[src/rtl/toggle_bank_arbiter.sv]
// Round-robin arbiter that lets NREQ requesters share one WIDTH-bit bank of toggle flip-flops.
// Optional synchronous bank clear (input clr) is enabled by defining TOGGLE_BANK_ARBITER_CLEAR_EN.
module toggle_bank_arbiter #(
    parameter int NREQ  = 4,
    parameter int WIDTH = 8,
    parameter int CNT_W = 16
) (
    input  logic                  clk,
    input  logic                  rst,
`ifdef TOGGLE_BANK_ARBITER_CLEAR_EN
    input  logic                  clr,
`endif
    input  logic [NREQ-1:0]       req,
    input  logic [NREQ*WIDTH-1:0] mask,
    output logic [NREQ-1:0]       gnt,
    output logic [WIDTH-1:0]      state,
    output logic                  busy,
    output logic [CNT_W-1:0]      grant_cnt
);
    localparam int PTR_W = $clog2(NREQ);

    typedef enum logic [0:0] {
        S_IDLE = 1'b0,
        S_ACK  = 1'b1
    } fsm_t;

    fsm_t              fsm_r;
    logic [PTR_W-1:0]  ptr_r;
    logic [NREQ-1:0]   gnt_r;
    logic [WIDTH-1:0]  state_r;
    logic              busy_r;
    logic [CNT_W-1:0]  grant_cnt_r;

    logic [WIDTH-1:0]  mask_arr_s [NREQ];
    logic [PTR_W-1:0]  cand_s;
    logic [PTR_W-1:0]  winner_s;
    logic              found_s;
    logic [WIDTH-1:0]  win_mask_s;
    logic [PTR_W-1:0]  next_ptr_s;
    logic              clr_s;

`ifdef TOGGLE_BANK_ARBITER_CLEAR_EN
    assign clr_s = clr;
`else
    assign clr_s = 1'b0;
`endif

    // Unpack the flat mask bus into one word per requester.
    always_comb begin
        for (int i = 0; i < NREQ; i++) begin
            mask_arr_s[i] = mask[i*WIDTH +: WIDTH];
        end
    end

    // Round-robin search starting at ptr, wrapping NREQ-1 -> 0; first hit wins.
    always_comb begin
        found_s  = 1'b0;
        winner_s = {PTR_W{1'b0}};
        cand_s   = {PTR_W{1'b0}};
        for (int k = 0; k < NREQ; k++) begin
            cand_s = PTR_W'((int'(ptr_r) + k) % NREQ);
            if (!found_s && req[cand_s]) begin
                found_s  = 1'b1;
                winner_s = cand_s;
            end else begin
                winner_s = winner_s;
            end
        end
        win_mask_s = mask_arr_s[winner_s];
        next_ptr_s = (winner_s == PTR_W'(NREQ - 1)) ? {PTR_W{1'b0}} : winner_s + 1'b1;
    end

    // Two-state grant FSM; S_ACK always lasts one cycle, so throughput is one grant per two cycles.
    always_ff @(posedge clk or posedge rst) begin
        if (rst) begin
            fsm_r       <= S_IDLE;
            ptr_r       <= {PTR_W{1'b0}};
            gnt_r       <= {NREQ{1'b0}};
            state_r     <= {WIDTH{1'b0}};
            busy_r      <= 1'b0;
            grant_cnt_r <= {CNT_W{1'b0}};
        end else begin
            case (fsm_r)
                S_IDLE: begin
                    if (clr_s) begin
                        state_r <= {WIDTH{1'b0}};
                        gnt_r   <= {NREQ{1'b0}};
                        busy_r  <= 1'b0;
                    end else if (found_s) begin
                        gnt_r       <= {{(NREQ-1){1'b0}}, 1'b1} << winner_s;
                        state_r     <= state_r ^ win_mask_s;
                        ptr_r       <= next_ptr_s;
                        grant_cnt_r <= grant_cnt_r + {{(CNT_W-1){1'b0}}, 1'b1};
                        busy_r      <= 1'b1;
                        fsm_r       <= S_ACK;
                    end else begin
                        gnt_r  <= {NREQ{1'b0}};
                        busy_r <= 1'b0;
                    end
                end
                S_ACK: begin
                    gnt_r  <= {NREQ{1'b0}};
                    busy_r <= 1'b0;
                    fsm_r  <= S_IDLE;
                end
                default: begin
                    gnt_r  <= {NREQ{1'b0}};
                    busy_r <= 1'b0;
                    fsm_r  <= S_IDLE;
                end
            endcase
        end
    end

    assign gnt       = gnt_r;
    assign state     = state_r;
    assign busy      = busy_r;
    assign grant_cnt = grant_cnt_r;

endmodule

[config.mk]
export PLATFORM = sky130hd
export DESIGN_NAME = toggle_bank_arbiter
export DESIGN_NICKNAME = d
export VERILOG_FILES = /design/src/rtl/toggle_bank_arbiter.sv
export SDC_FILE = /design/constraint.sdc
export NUM_CORES = 1
export LEC_CHECK = 0
export CAP_MARGIN = 20
export CORE_MARGIN = 2
export CORE_UTILIZATION = 38
export CTS_CLUSTER_DIAMETER = 100
export DETAILED_ROUTE_END_ITERATION = 10
export PLACE_DENSITY_LB_ADDON = 0.08
export SLEW_MARGIN = 25
export SYNTH_ARGS = -nofsm -noshare
export SYNTH_HDL_FRONTEND = slang
export SYNTH_SLANG_ARGS = --single-unit
[constraint.sdc]
create_clock -name clk -period 1.85 [get_ports clk]
set_input_delay 0.37 -clock clk [delete_from_list [all_inputs] [get_ports clk]]
set_output_delay 0.37 -clock clk [all_outputs]
set_load 0.1 [all_outputs]
Word-level counts from Yosys, hierarchy flattened
Index checks and enable logic that the tools add are counted. W data, S select, Z words.

Register bits: 31. Output and inout port bits: 29. Input bits: 38.

$add $sub $neg: 5. $lt $le $gt $ge: 5. Bitwise operators: 3. Multiplexer cells: 24. Reduce and logical (&&, ||, !) cells: 7. Shifts and indexed selects: 1. Equal/unequal tests: 1.

Operators with widths (count): $add A16 B1 Y16 const B (1); $bmux W8 S2 (1); $mux W8 (2); $lt A2 B3 Y1 const B (4); $mux W2 (5); $mux W1 (9); $bmux W1 S2 (4); $pmux W4 S2 (1); $xor A8 B8 Y8 (1); $add A2 B1 Y2 const B (2); $add A2 B2 Y2 const B (2); $mux W4 (1); $shl A1 B2 Y4 const A (1); $ge A3 B3 Y1 const B (1); $logic_and A1 B1 Y1 (3); $logic_not A1 Y1 (3); $not A2 Y3 (1); $eq A2 B2 Y1 const B (1); $pmux W1 S2 (1); $reduce_and A2 Y1 (1); $not A1 Y1 (1).

Longest topological paths before layout
Depth after elaboration: 17. Gate-level depth with buffers: 8. Mapped depth without buffers: 6.

Least setup slack after synthesis
No wires, ideal clock.

Kind: register -> register. Start: register grant_cnt_r[3], in the netlist grant_cnt[3]. End: register grant_cnt_r[15], in the netlist grant_cnt[15]. Stages on the path, launching flop included: 7. Required time: 1.689 ns. Slack: -0.475 ns. Data arrival time: 2.163 ns. Path buffers: 0. Setup time: 0.161 ns. Path through: dfrtp_1 and4_1 nand4_1 or2_0 or2_1 nor2_1 xor2_1.

Cells in the longest elaborated chain, start to end: 1.

RTL lines: from (decl) (line 32) `logic [CNT_W-1:0] grant_cnt_r;`; from (signal assigned) (line 81) `grant_cnt_r <= {CNT_W{1'b0}};`; from (signal assigned) (line 93) `grant_cnt_r <= grant_cnt_r + {{(CNT_W-1){1'b0}}, 1'b1};`; $add A16 B1 Y16 (line 93).

Every way passes these cells. A chain may end at the register's enable or synchronous reset.

Worst setup path in the final report
Start: input req[2]. End: register ptr_r[1].

Cells in the longest elaborated chain, start to end: 14. Elaborated cells on any way between the ends: 26. Those cells by class: add/sub (1); eq/ne (1); mux (17); reduce/logical (7).

RTL lines: from (decl) (line 13) `input logic [NREQ-1:0] req,`; $bmux W1 S2 (line 62) `if (!found_s && req[cand_s]) begin`; $mux W1 (not written as such) (line 62); $mux W1 (line 62); $logic_not A1 Y1 (line 62); $logic_and A1 B1 Y1 (line 62); $mux W1 (line 62); $logic_not A1 Y1 (line 62); $logic_and A1 B1 Y1 (line 62); $mux W1 (line 62); $logic_not A1 Y1 (line 62); $logic_and A1 B1 Y1 (line 62); $mux W2 * (line 62); $add A2 B1 Y2 / $eq A2 B2 Y1 (equally long branches) (line 70) `next_ptr_s = (winner_s == PTR_W'(NREQ - 1)) ? {PTR_W{1'b0}} : winner_s + 1'b1;`; $mux W2 * (line 70); named net next_ptr_s[1] (line 39) `logic [PTR_W-1:0] next_ptr_s;`; to (signal assigned) (line 77) `ptr_r <= {PTR_W{1'b0}};`; to (signal assigned) (line 92) `ptr_r <= next_ptr_s;`; to (decl) (line 28) `logic [PTR_W-1:0] ptr_r;`.

The timed path passes the listed nets; every way through them passes the cells marked *. The select of a mux whose other input is x is not followed.

==> results by stage <==
STA:
- The final number of max-transition violations is 0.
- The worst setup slack after layout is 15.7 ps.
- On the final layout, the worst hold slack is 482 ps.
- For this run, the top clock speed supported by timing is 545 MHz.
- The clock period minus final worst setup slack is 1830 ps.
- The tightest slew margin relative to the limit is 0.735.
- Setup repair after global routing could not meet its margin everywhere.
- The number of failing hold endpoints at the final stage is 0.
- The part of the cycle the worst path needs is 0.992.
- Across the routed clock network, the largest skew measured is 5.88 ps.
- Setup violations remaining at the end of the flow were counted as 0.
- At the pin with the least slew margin, the transition time is 397 ps.

Place:
- The setup slack after placement is -426 ps.
- The total cell area at the placement stage is 0.00266 mm2.
- Once detailed placement completed, the half-perimeter wirelength came to 2930 um.
- The count of buffers added on input and output ports is 66.
- At the end of routability-driven placement, the weighted congestion stood at 0.768.

Global routing:
- The first global-routing pass estimated 6170 um of wire.
- The total routing usage reported by global routing is 0.184.
- The via count of the first global-routing pass is 1325.
- The total congestion overflow is 0.
- Entering global routing, the biggest net connects 32 pins.
- The number of antenna violations at the first check in global routing is 0.

Clock network:
- The number of clock buffers added by TritonCTS is 5.
- The number of H-tree levels is 2.
- Hold repair after CTS inserted 0 buffers.
- The largest buffer count on any clock path is 2.
- The sink count of the clock tree is 31.
- The clock-pin slew of the registers on the worst-case setup and hold paths is 60 ps.
- TritonCTS built the clock tree.
- At the later pin of the worst-skew pair, clock insertion delay measures 280 ps.
- Clock tree synthesis selected as its root buffer the cell sky130_fd_sc_hd__clkbuf_8.

Critical path:
- The source of the worst register-to-register timing path is ptr_r[0]$_DFFE_PP0P_.
- The capture point of the critical path is ptr_r[1]$_DFFE_PP0P_.
- The required time at the worst-slack endpoint is 2020 ps.
- The worst register-to-register path has a depth of 7.
- The end of the worst register-to-register path is ptr_r[1]$_DFFE_PP0P_.
- The critical path is of the in2reg type.
- The kind of launch point of the worst setup path is an input port.
- The worst setup slack for register-to-register paths is 20 ps.
- Along the worst path, the maximum fanout reaches 4.
- The arrival time reported for the critical path endpoint is 2000 ps.
- The launch point of the critical path is req[2].
- The worst setup path is captured at a flip-flop.

Cells and area:
- Of the cells placed in the final design, the portion with a size suffix greater than 1 is 0.345.
- The antenna cell count is 0.
- Summing all non-filler instances in the final layout gives an area of 0.00283 mm2.
- Once layout is complete, the utilization of the core stands at 0.714.
- The layout-stage area growth over the synthesis result is 82.7%.
- After the last flow step, the layout net total stands at 262.

Detailed routing:
- The total routed wirelength is 3780 um.
- The first detailed-routing pass ran for 4 iterations.
- The number of nets still failing antenna checks after routing is 0.
- The average routed wire per standard cell is 13.8 um.
- The overall via count from detail_route is 1325.
- The DRC violations left is 0.
- The number of vias per cell is 4.85.
- The number of design-rule violations left by the first detailed-router iteration is 35.

Synthesis:
- The share of synthesized area in the top cell type comes to 0.500.
- Sorting the synthesized cells by how often they occur yields sky130_fd_sc_hd__dfrtp_1 (31), sky130_fd_sc_hd__mux2i_1 (16), sky130_fd_sc_hd__xor2_1 (15).
- For this run, asynchronously set or reset flops after synthesis account for 1.00.
- The leading register cell type out of synthesis is sky130_fd_sc_hd__dfrtp_1.
- In the post-synthesis netlist, the cell with the most instances is sky130_fd_sc_hd__dfrtp_1.
- Counting every net in the synthesized netlist gives 177.
- The number of flops mapped to enable cells by yosys is 0.
- Counting every instance in the synthesized netlist gives 137.
- The count of yosys warnings during synthesis is 0.
- The unique cell type count in the Yosys netlist is 35.
- Synthesis inferred 31 register bits.
- The cell taking the most area after synthesis is sky130_fd_sc_hd__dfrtp_1.
- The sequential area share after synthesis is 0.500.
- The average cell area after synthesis is 11.3 um2.
- By area the synthesized netlist is led by sky130_fd_sc_hd__dfrtp_1 (50%), sky130_fd_sc_hd__mux2i_1 (10%), sky130_fd_sc_hd__xor2_1 (8.5%).
- The mapped netlist covers 0.00155 mm2.

Power and ir drop:
- The worst-case vdd ir drop is 1240 uV.
- The total leakage power is 1.29 nW.
- The power spent charging and discharging nets is 2.50 mW.
- The fraction of power consumed by combinational cells is 0.642.
- The internal portion of the total power is 2.61 mW.
- Of the total power, registers draw 0.245.
- Of the total power, the clock network draws 0.113.
- The proportion of total power due to net switching is 0.489.
- The total power per unit cell area is 1800 mW/mm2.

Run status:
- The run finished with clean final reports.

Die:
- The vertical extent of the die is 67.9 um.
- The die covers 0.00461 mm2.
- In this run the core area contains 23 standard-cell rows.
- The core outline area is 0.00397 mm2.
- The floorplan step set the die width to 67.9 um.
- The number of ports placed on the die boundary is 67.
- For this configuration, the core starts out at a cell density of 0.391.

Hold path:
- The type of the worst min-delay path is in2async.

Job:
- Across the run, the number of max-cap violations was 0.
==> cell families after synthesis <==
group,after synthesis,share of synthesized area
flip-flops,31,0.500
buffers and inverters,9,0.0379
adder cells (fa/ha/maj),2,0.0161
AO/OA/AOI/OAI,17,0.0782
AND/OR/NAND/NOR,37,0.120
multiplexers,18,0.118
XOR/XNOR,23,0.130
==> registers in the layout, summed over array words and instances, names as in the netlist <==
signal / cells
grant_cnt: 16
busy: 1
gnt: 4
ptr_r: 2
state: 8
==> power by group through the flow <==
stage | logic (mW) | clock network (mW) | registers (mW)
2_1_floorplan | 0.682 | 0 | 2.51
3_3_place_gp | 3.09 | 0 | 1.25
3_5_place_dp | 3.15 | 0 | 1.26
4_1_cts | 3.26 | 0.595 | 1.25
5_1_grt | 3.41 | 0.631 | 1.29
6_report | 3.28 | 0.579 | 1.25
==> metrics by stage <==
stage                     TNS, ps  cells  total power [mW]
after floorplan            -0.323    137              3.20
after global placement      -3570    261              4.35
after detailed placement    -5300    261              4.40
after CTS                       0    272              5.10
after global routing         -127    273              5.33
final                           0    273              5.11
==> cell type report <==
cell class                      instances  area [um2]
Multi-Input combinational cell         97         753
Tap cell                               50        62.6
Inverter                                5        18.8
Fill cell                             288        1140
Clock buffer                            8         100
Sequential cell                        31         801
Timing Repair Buffer                   82        1100
==> worst min path at each step <==
stage / slack, ps / endpoint / start / depth (start not counted)
3_3_place_gp: 500 / grant_cnt[9]$_DFFE_PP0P_ / grant_cnt[9]$_DFFE_PP0P_ / 1
5_1_grt: 530 / grant_cnt[9]$_DFFE_PP0P_ / grant_cnt[9]$_DFFE_PP0P_ / 1
4_1_cts: 490 / state[7]$_DFFE_PP0P_ / rst / 3
2_1_floorplan: 470 / gnt[0]$_DFF_PP0_ / rst / 1
6_report: 480 / state[7]$_DFFE_PP0P_ / rst / 3
3_5_place_dp: 500 / grant_cnt[9]$_DFFE_PP0P_ / grant_cnt[9]$_DFFE_PP0P_ / 1
==> routing by layer <==
metal,vias to the layer above,routed length [um],part of all wire,track usage
met3,6,167,0.044,0.0444
li1,642,-,-,-
met1,643,1470,0.39,0.218
met2,34,2090,0.55,0.310
met5,-,0,0,0
met4,0,58,0.015,0.0975
==> layout by cell type (no fill, tap or decap), drive strengths merged, types with 3 or more instances in the layout <==
cell type / n
inv: 5
o22ai: 8
nand2: 7
buf: 45
dlygate4sd2: 4
nor2: 12
mux2i: 16
dfrtp: 31
xnor2: 8
clkbuf: 8
xor2: 15
nand3: 3
nand4: 5
clkdlybuf4s50: 33
==> what timing repair did <==
action / 4_1_cts / 5_1_grt
cloned: 1 / 0
endpoints found under the setup margin: 8 / 8
gates resized for setup: 8 / 4
pin swaps: 3 / 2
setup buffers: 2 / 1
==> worst max-delay path, cell delays in order <==
cell and delay (ps):
sky130_fd_sc_hd__dlygate4sd2_1 260, sky130_fd_sc_hd__nor2b_2 160, sky130_fd_sc_hd__o21ba_1 190, sky130_fd_sc_hd__a211o_4 360, sky130_fd_sc_hd__buf_4 150, sky130_fd_sc_hd__inv_2 30, sky130_fd_sc_hd__ha_1 210, sky130_fd_sc_hd__mux2_2 260
(Power assumes the default switching activity.)
